<file path="src/rtl/cpu_pkg.sv">
// Shared CPU core definitions: word geometry, default boot address and the
// {instruction, PC} entry carried from the fetch front-end to logic_control.
package cpu_pkg;

  localparam int          WORD_BYTES           = 4;
  localparam logic [31:0] RESET_VECTOR_DEFAULT = 32'h0000_0000;

  typedef struct packed {
    logic [31:0] data;
    logic [31:0] pc;
  } fetch_entry_t;

endpackage

</file>
<file path="src/rtl/prefetch_fifo.sv">
// Synchronous prefetch FIFO with flush, occupancy count and a registered head
// entry that holds its last value once the buffer runs empty.
module prefetch_fifo
  import cpu_pkg::*;
#(
  parameter int WIDTH = 64,
  parameter int DEPTH = 4
) (
  input  logic                   clk,
  input  logic                   reset,
  input  logic                   push,
  input  logic [WIDTH-1:0]       push_data,
  input  logic                   pop,
  input  logic                   flush,
  output logic                   head_valid,
  output logic [WIDTH-1:0]       head_data,
  output logic [$clog2(DEPTH):0] count
);

  localparam int PTR_W = $clog2(DEPTH);
  localparam int CNT_W = PTR_W + 1;

  logic [WIDTH-1:0] mem_r [DEPTH];
  logic [PTR_W-1:0] wr_ptr_r;
  logic [PTR_W-1:0] rd_ptr_r;
  logic [PTR_W-1:0] next_rd_s;
  logic [CNT_W-1:0] count_r;
  logic [CNT_W-1:0] remain_s;
  logic [CNT_W-1:0] count_nxt_s;
  logic [WIDTH-1:0] head_r;
  logic [WIDTH-1:0] head_nxt_s;
  logic             pop_ok_s;
  logic             push_ok_s;

  // Accept/occupancy bookkeeping and the entry that becomes head after this edge
  always_comb begin
    pop_ok_s    = pop & (count_r != '0);
    push_ok_s   = push & ((count_r != CNT_W'(DEPTH)) | pop_ok_s);
    next_rd_s   = rd_ptr_r + PTR_W'(1);
    remain_s    = count_r - {{PTR_W{1'b0}}, pop_ok_s};
    count_nxt_s = remain_s + {{PTR_W{1'b0}}, push_ok_s};
    if ((count_r != '0) && !pop_ok_s) begin
      head_nxt_s = head_r;
    end else if (remain_s != '0) begin
      head_nxt_s = mem_r[next_rd_s];
    end else if (push_ok_s) begin
      head_nxt_s = push_data;
    end else begin
      head_nxt_s = head_r;
    end
  end

  // Pointers, count and head register; flush wins over a concurrent push/pop
  always_ff @(posedge clk or negedge reset) begin
    if (!reset) begin
      wr_ptr_r <= '0;
      rd_ptr_r <= '0;
      count_r  <= '0;
      head_r   <= '0;
    end else if (flush) begin
      wr_ptr_r <= '0;
      rd_ptr_r <= '0;
      count_r  <= '0;
    end else begin
      if (push_ok_s) wr_ptr_r <= wr_ptr_r + PTR_W'(1);
      if (pop_ok_s)  rd_ptr_r <= next_rd_s;
      count_r <= count_nxt_s;
      head_r  <= head_nxt_s;
    end
  end

  // Entry storage needs no reset: it is only read behind a non-zero count
  always_ff @(posedge clk) begin
    if (push_ok_s && !flush) mem_r[wr_ptr_r] <= push_data;
  end

  assign head_valid = (count_r != '0);
  assign head_data  = head_r;
  assign count      = count_r;

endmodule

</file>
<file path="src/rtl/instr_prefetch_unit.sv">
// Autonomous sequential instruction fetcher: credit-limited issue into a
// fixed-latency memory port, in-flight tracking, prefetch buffer, branch flush.
module instr_prefetch_unit
  import cpu_pkg::*;
#(
  parameter int                DATA_W       = 32,
  parameter int                ADDR_W       = 32,
  parameter int                DEPTH        = 4,
  parameter int                MEM_LATENCY  = 1,
  parameter logic [ADDR_W-1:0] RESET_VECTOR = ADDR_W'(RESET_VECTOR_DEFAULT)
) (
  input  logic                   clk,
  input  logic                   reset,
  input  logic                   mem_grant,
  output logic                   mem_rd_en,
  output logic [ADDR_W-1:0]      mem_addr,
  input  logic [DATA_W-1:0]      mem_rdata,
  input  logic                   redirect_en,
  input  logic [ADDR_W-1:0]      redirect_addr,
  output logic                   instr_valid,
  input  logic                   instr_ready,
  output logic [DATA_W-1:0]      instr_data,
  output logic [ADDR_W-1:0]      instr_pc,
  output logic [$clog2(DEPTH):0] fill_level
);

  localparam int SUM_W = $clog2(DEPTH + MEM_LATENCY + 1) + 1;

  logic [ADDR_W-1:0]        fetch_pc_r;
  logic [MEM_LATENCY-1:0]   pipe_valid_r;
  logic [ADDR_W-1:0]        pipe_pc_r [MEM_LATENCY];
  logic [MEM_LATENCY:0]     shift_s;
  logic [SUM_W-1:0]         inflight_s;
  logic [SUM_W-1:0]         credit_s;
  logic                     issue_s;
  logic [DATA_W+ADDR_W-1:0] head_s;
  logic                     unused_s;

  // Issue only when every buffered and outstanding word still has a free slot
  always_comb begin
    inflight_s = '0;
    for (int i = 0; i < MEM_LATENCY; i++) begin
      inflight_s = inflight_s + SUM_W'(pipe_valid_r[i]);
    end
    credit_s = SUM_W'(fill_level) + inflight_s;
    issue_s  = mem_grant & ~redirect_en & reset & (credit_s < SUM_W'(DEPTH));
    shift_s  = {pipe_valid_r, issue_s};
  end

  assign mem_rd_en = issue_s;
  assign mem_addr  = fetch_pc_r;
  assign unused_s  = ^redirect_addr[1:0];

  // Sequential fetch address, restarted word-aligned on redirect
  always_ff @(posedge clk or negedge reset) begin
    if (!reset) begin
      fetch_pc_r <= RESET_VECTOR;
    end else if (redirect_en) begin
      fetch_pc_r <= {redirect_addr[ADDR_W-1:2], 2'b00};
    end else if (issue_s) begin
      fetch_pc_r <= fetch_pc_r + ADDR_W'(WORD_BYTES);
    end
  end

  // In-flight pipe mirrors the memory latency; redirect kills outstanding returns
  always_ff @(posedge clk or negedge reset) begin
    if (!reset) begin
      pipe_valid_r <= '0;
      for (int i = 0; i < MEM_LATENCY; i++) pipe_pc_r[i] <= '0;
    end else begin
      pipe_valid_r <= redirect_en ? '0 : shift_s[MEM_LATENCY-1:0];
      pipe_pc_r[0] <= fetch_pc_r;
      for (int i = 1; i < MEM_LATENCY; i++) pipe_pc_r[i] <= pipe_pc_r[i-1];
    end
  end

  prefetch_fifo #(
    .WIDTH (DATA_W + ADDR_W),
    .DEPTH (DEPTH)
  ) u_fifo (
    .clk        (clk),
    .reset      (reset),
    .push       (pipe_valid_r[MEM_LATENCY-1]),
    .push_data  ({mem_rdata, pipe_pc_r[MEM_LATENCY-1]}),
    .pop        (instr_ready),
    .flush      (redirect_en),
    .head_valid (instr_valid),
    .head_data  (head_s),
    .count      (fill_level)
  );

  assign instr_data = head_s[DATA_W+ADDR_W-1:ADDR_W];
  assign instr_pc   = head_s[ADDR_W-1:0];

endmodule

</file>
<file path="config.mk">
export PLATFORM = sky130hd
export DESIGN_NAME = instr_prefetch_unit
export DESIGN_NICKNAME = d
export VERILOG_FILES = /design/src/rtl/cpu_pkg.sv /design/src/rtl/prefetch_fifo.sv /design/src/rtl/instr_prefetch_unit.sv
export SDC_FILE = /design/constraint.sdc
export NUM_CORES = 1
export LEC_CHECK = 0
export BUFFER_PORTS_ARGS = -buffer_cell sky130_fd_sc_hd__buf_2
export CAP_MARGIN = 25
export CORE_ASPECT_RATIO = 0.9
export CORE_MARGIN = 5
export CORE_UTILIZATION = 40
export DETAILED_ROUTE_END_ITERATION = 10
export GPL_ROUTABILITY_DRIVEN = 0
export GPL_TIMING_DRIVEN = 0
export HOLD_SLACK_MARGIN = 0.1
export RECOVER_POWER = 25
export SLEW_MARGIN = 40
export SYNTH_ARGS = -nofsm -noshare
export SYNTH_HDL_FRONTEND = slang
export SYNTH_HIERARCHICAL = 1
export SYNTH_SLANG_ARGS = --single-unit
</file>
<file path="constraint.sdc">
create_clock -name clk -period 4.5 [get_ports clk]
set_clock_uncertainty 0.1 [all_clocks]
set_input_delay 0.45 -clock clk [delete_from_list [all_inputs] [get_ports clk]]
set_output_delay 0.45 -clock clk [all_outputs]
set_load 0.05 [all_outputs]
</file>
==> results.tsv <==
stage	metric	value	unit
status	status	finished clean	
yosys	synth_cell_type_count	59	
routing	first_pass_iters	5	
yosys	ys_seq_area_share	71.94	%
floorplan	die_w	216	um
setup_path	critPathLaunchType	primary input	
cts	htree_num_levels	2	
grt	met2_usage	27.68	%
timing	rsz0062_at_grt	false	
yosys	avgSynthCellArea	17.70	um2
setup_path	critPathCaptureType	output port	
yosys	yosysTopAreaCell	edfxtp_1	
yosys	synth-edff-count	256	
floorplan	dieArea	42210	um2
cts	cts_root_buf	clkbuf_16	
timing	relSlewSlack	48.09	%
cts	cts_made_buffers	42	
grt	grt_max_degree	58	
setup_path	cp.required	3.95	ns
setup_path	rrSetupSlack	1.33	ns
placed_design	place_ws	1.303	ns
cells_and_area	postLayoutCellArea	19030	um2
setup_path	cp_common_cell	buf_2	
hold_path	min_path_cells	4	
floorplan	initial_core_util	40.17	%
timing	fin_crit	3.607	ns
timing	timing.final.max_slew_violations	0	
timing	finalCritPeriodShare	80.16	%
setup_path	critPathSlowestCell	dlygate4sd3_1	
flow_run	cap_viol_max_count	0	
timing	hold_violations	0	
cts	clockBufferDepth	3	
setup_path	critical-path-top-delay-family	buffers and inverters	
routing	first_iter_violations	560	
power_and_ir_drop	vdd_drop_max	0.2489	mV
yosys	yosysMostFrequentCell	edfxtp_1	
placed_design	numPortBuffers	165	
grt	grt_util_met1	25.36	%
yosys	synth.area.top_cells	edfxtp_1 (50%), dfrtp_1 (22%), mux4_2 (9.4%), a221o_1 (4.3%), and3_1 (2.7%)	
timing	worst_slack	0.8928	ns
setup_path	slowest_delay	0.56	ns
yosys	ys_ff_latch	388	
routing	vias	9051	
cts	cts_tree	built	
yosys	synth_ff_type	edfxtp_1	
setup_path	r2r_cells	10	
cts	cts.sinks	388	
cells_and_area	syn_to_final_growth	24.54	%
cts	clkTransAtPathRegs	0.06	ns
yosys	synthArstFlopShare	34.02	%
setup_path	path_max_fanout	57	
placed_design	dpl_cell_area	16990	um2
yosys	synthCells	863	
floorplan	io_pins	170	
power_and_ir_drop	p_leak	7.414	nW
grt	grt-ovfl-total	0	
cts	clock_latency	0.53	ns
placed_design	dp_cells	1539	
cts	hold_buffers	60	
yosys	yosys_warnings	6	
routing	wl	36860	um
floorplan	die_h	195.4	um
placed_design	dp_hpwl	23770	um
power_and_ir_drop	power_density	597.5	nW/um2
cells_and_area	fin_cells	1677	
yosys	synth_top_area_share	50.32	%
hold_path	holdPathEnd	mem_addr[19]$_DFFE_PN0P_	
yosys	mappedNetlistArea	15280	um2
yosys	yosys-top-cells-count	edfxtp_1 (256), dfrtp_1 (132), and3_1 (67), a221o_1 (65), mux4_2 (64)	
routing	wl_per_cell	21.98	um
setup_path	crit_type	primary input to output port	
timing	worst_pin_slew	0.7787	ns
hold_path	min-delay-start	redirect_addr[19]	
setup_path	r2r-start	u_fifo/count[1]$_DFF_PN0_	
routing	drc	0	
grt	busiest_layer	met2	
routing	postRouteAntennaNets	0	
timing	fmax	277.2	MHz
grt	grt_pass1_wl	57750	um
hold_path	min_path_type	primary input to register	
grt	grt_use_total	17.53	%
grt	antenna_found_initial	1	
routing	vias_per_cell	5.397	
grt	grt_use_met3	3.674	%
floorplan	design.core.area	38030	um2
cells_and_area	drive_above_1_share	30.27	%
setup_path	worstPathArrival	3.06	ns
timing	setup_violations	0	
cts	post_cts_buffers	0	
setup_path	path_buf_inv	7	
floorplan	rows	68	
grt	grt_pass1_vias	9470	
cells_and_area	utilization	50.03	%
setup_path	crit_chain	dlygate4sd3_1 > buf_8 > buf_16 > nand4bb_1 > a31o_2 > inv_2 > buf_4 > buf_2 > buf_2	
cells_and_area	nets	1231	
power_and_ir_drop	power	11.37	mW
cts	cts_resized	0	
setup_path	r2r_end	u_fifo/head_data[30]$_DFFE_PN0P_	
final cells by class:
class                      count  area, um2
sequential                   388      10990
multi-input combinational    415       3964
inverter                      14      52.55
clock inverter                23      275.3
fill                        3179      19010
timing repair buffer         235       1629
buffer                        57      331.6
clock buffer                  54       1167
tap                          490      613.1
antenna                        1      2.502
registers in the layout, summed over array words and instances (netlist names):
name              cells
mem_addr             30
pipe_pc_r            30
pipe_valid_r          1
u_fifo/count          3
u_fifo/head_data     64
u_fifo/mem_r        256
u_fifo/rd_ptr_r       2
u_fifo/wr_ptr_r       2
how the worst max path moves through the flow:
| stage | startpoint | endpoint | slack [ns] | depth (start not counted) |
|---|---|---|---|---|
| after floorplan | u_fifo/count[2]$_DFF_PN0_ | u_fifo/mem_r[0][0]$_DFFE_PP_ | 1.11 | 5 |
| after global placement | reset | mem_rd_en | -0.63 | 7 |
| after detailed placement | u_fifo/count[1]$_DFF_PN0_ | u_fifo/head_data[50]$_DFFE_PN0P_ | 1.30 | 10 |
| after CTS | reset | mem_rd_en | 0.85 | 9 |
| after global routing | reset | mem_rd_en | 0.69 | 9 |
| final | reset | mem_rd_en | 0.89 | 9 |
worst min-delay path, delay by kind of cell:
kind / cells / cell delay, ns
AND/OR/NAND/NOR: 1 / 0.05
buffers and inverters: 1 / 0.09
AO/OA/AOI/OAI: 2 / 0.16
cell families (layout without fill, tap and decap cells):
group,Yosys count,count (layout),share of synthesized area (%)
AOI/OAI and AO/OA,124,124,7.060
xor gates and xnor gates,5,5,0.2867
adders and majority gates,9,9,0.7371
buffers and inverters,71,383,2.506
DFF,388,388,71.94
muxes,68,68,9.697
other,1,13,0.02455
and+or+nand+nor,197,197,7.748
placed cells by master, fill, tap and decap left out, drive strengths merged, types with 3 or more instances in the layout:
cell / netlist / layout
edfxtp: 256 / 256
nor2b: 8 / 8
nor2: 22 / 22
dfrtp: 132 / 132
dlygate4sd3: 0 / 60
nand3: 17 / 17
mux4: 64 / 64
nand2: 33 / 33
nand4: 8 / 8
and3: 68 / 68
and2: 9 / 9
nand3b: 6 / 6
clkinvlp: 0 / 3
a21oi: 5 / 5
nor4: 7 / 7
o211ai: 10 / 10
nor4b: 3 / 3
mux2i: 4 / 4
clkbuf: 14 / 79
a32oi: 4 / 4
o21ai: 18 / 18
o311ai: 5 / 5
ha: 9 / 9
bufinv: 0 / 6
clkinv: 0 / 13
nor3: 4 / 4
inv: 14 / 15
a22oi: 8 / 8
conb: 1 / 12
a221o: 67 / 67
buf: 43 / 207
xnor2: 3 / 3
power breakdown:
part | internal (mW) | switching (mW) | total (mW)
Sequential | 4.24 | 0.314 | 4.55
Clock | 2.18 | 1.36 | 3.54
Combinational | 1.08 | 2.20 | 3.28
routing by layer:
layer	wire length (um)	vias up	share of wire (%)
li1	-	4067	-
met3	2540	40	6.9
met2	17240	309	47
met4	471	0	1.3
met5	0	-	0
met1	16610	4635	45
through the flow:
step	setup TNS (ns)	hold slack [ns]
detailed placement	0	0.2265
finish	0	0.1587
global placement	-23.85	0.3773
floorplan	0	0.05441
CTS	0	0.1132
global route	0	0.1839
Note: power is estimated with default switching activity, not from simulation.
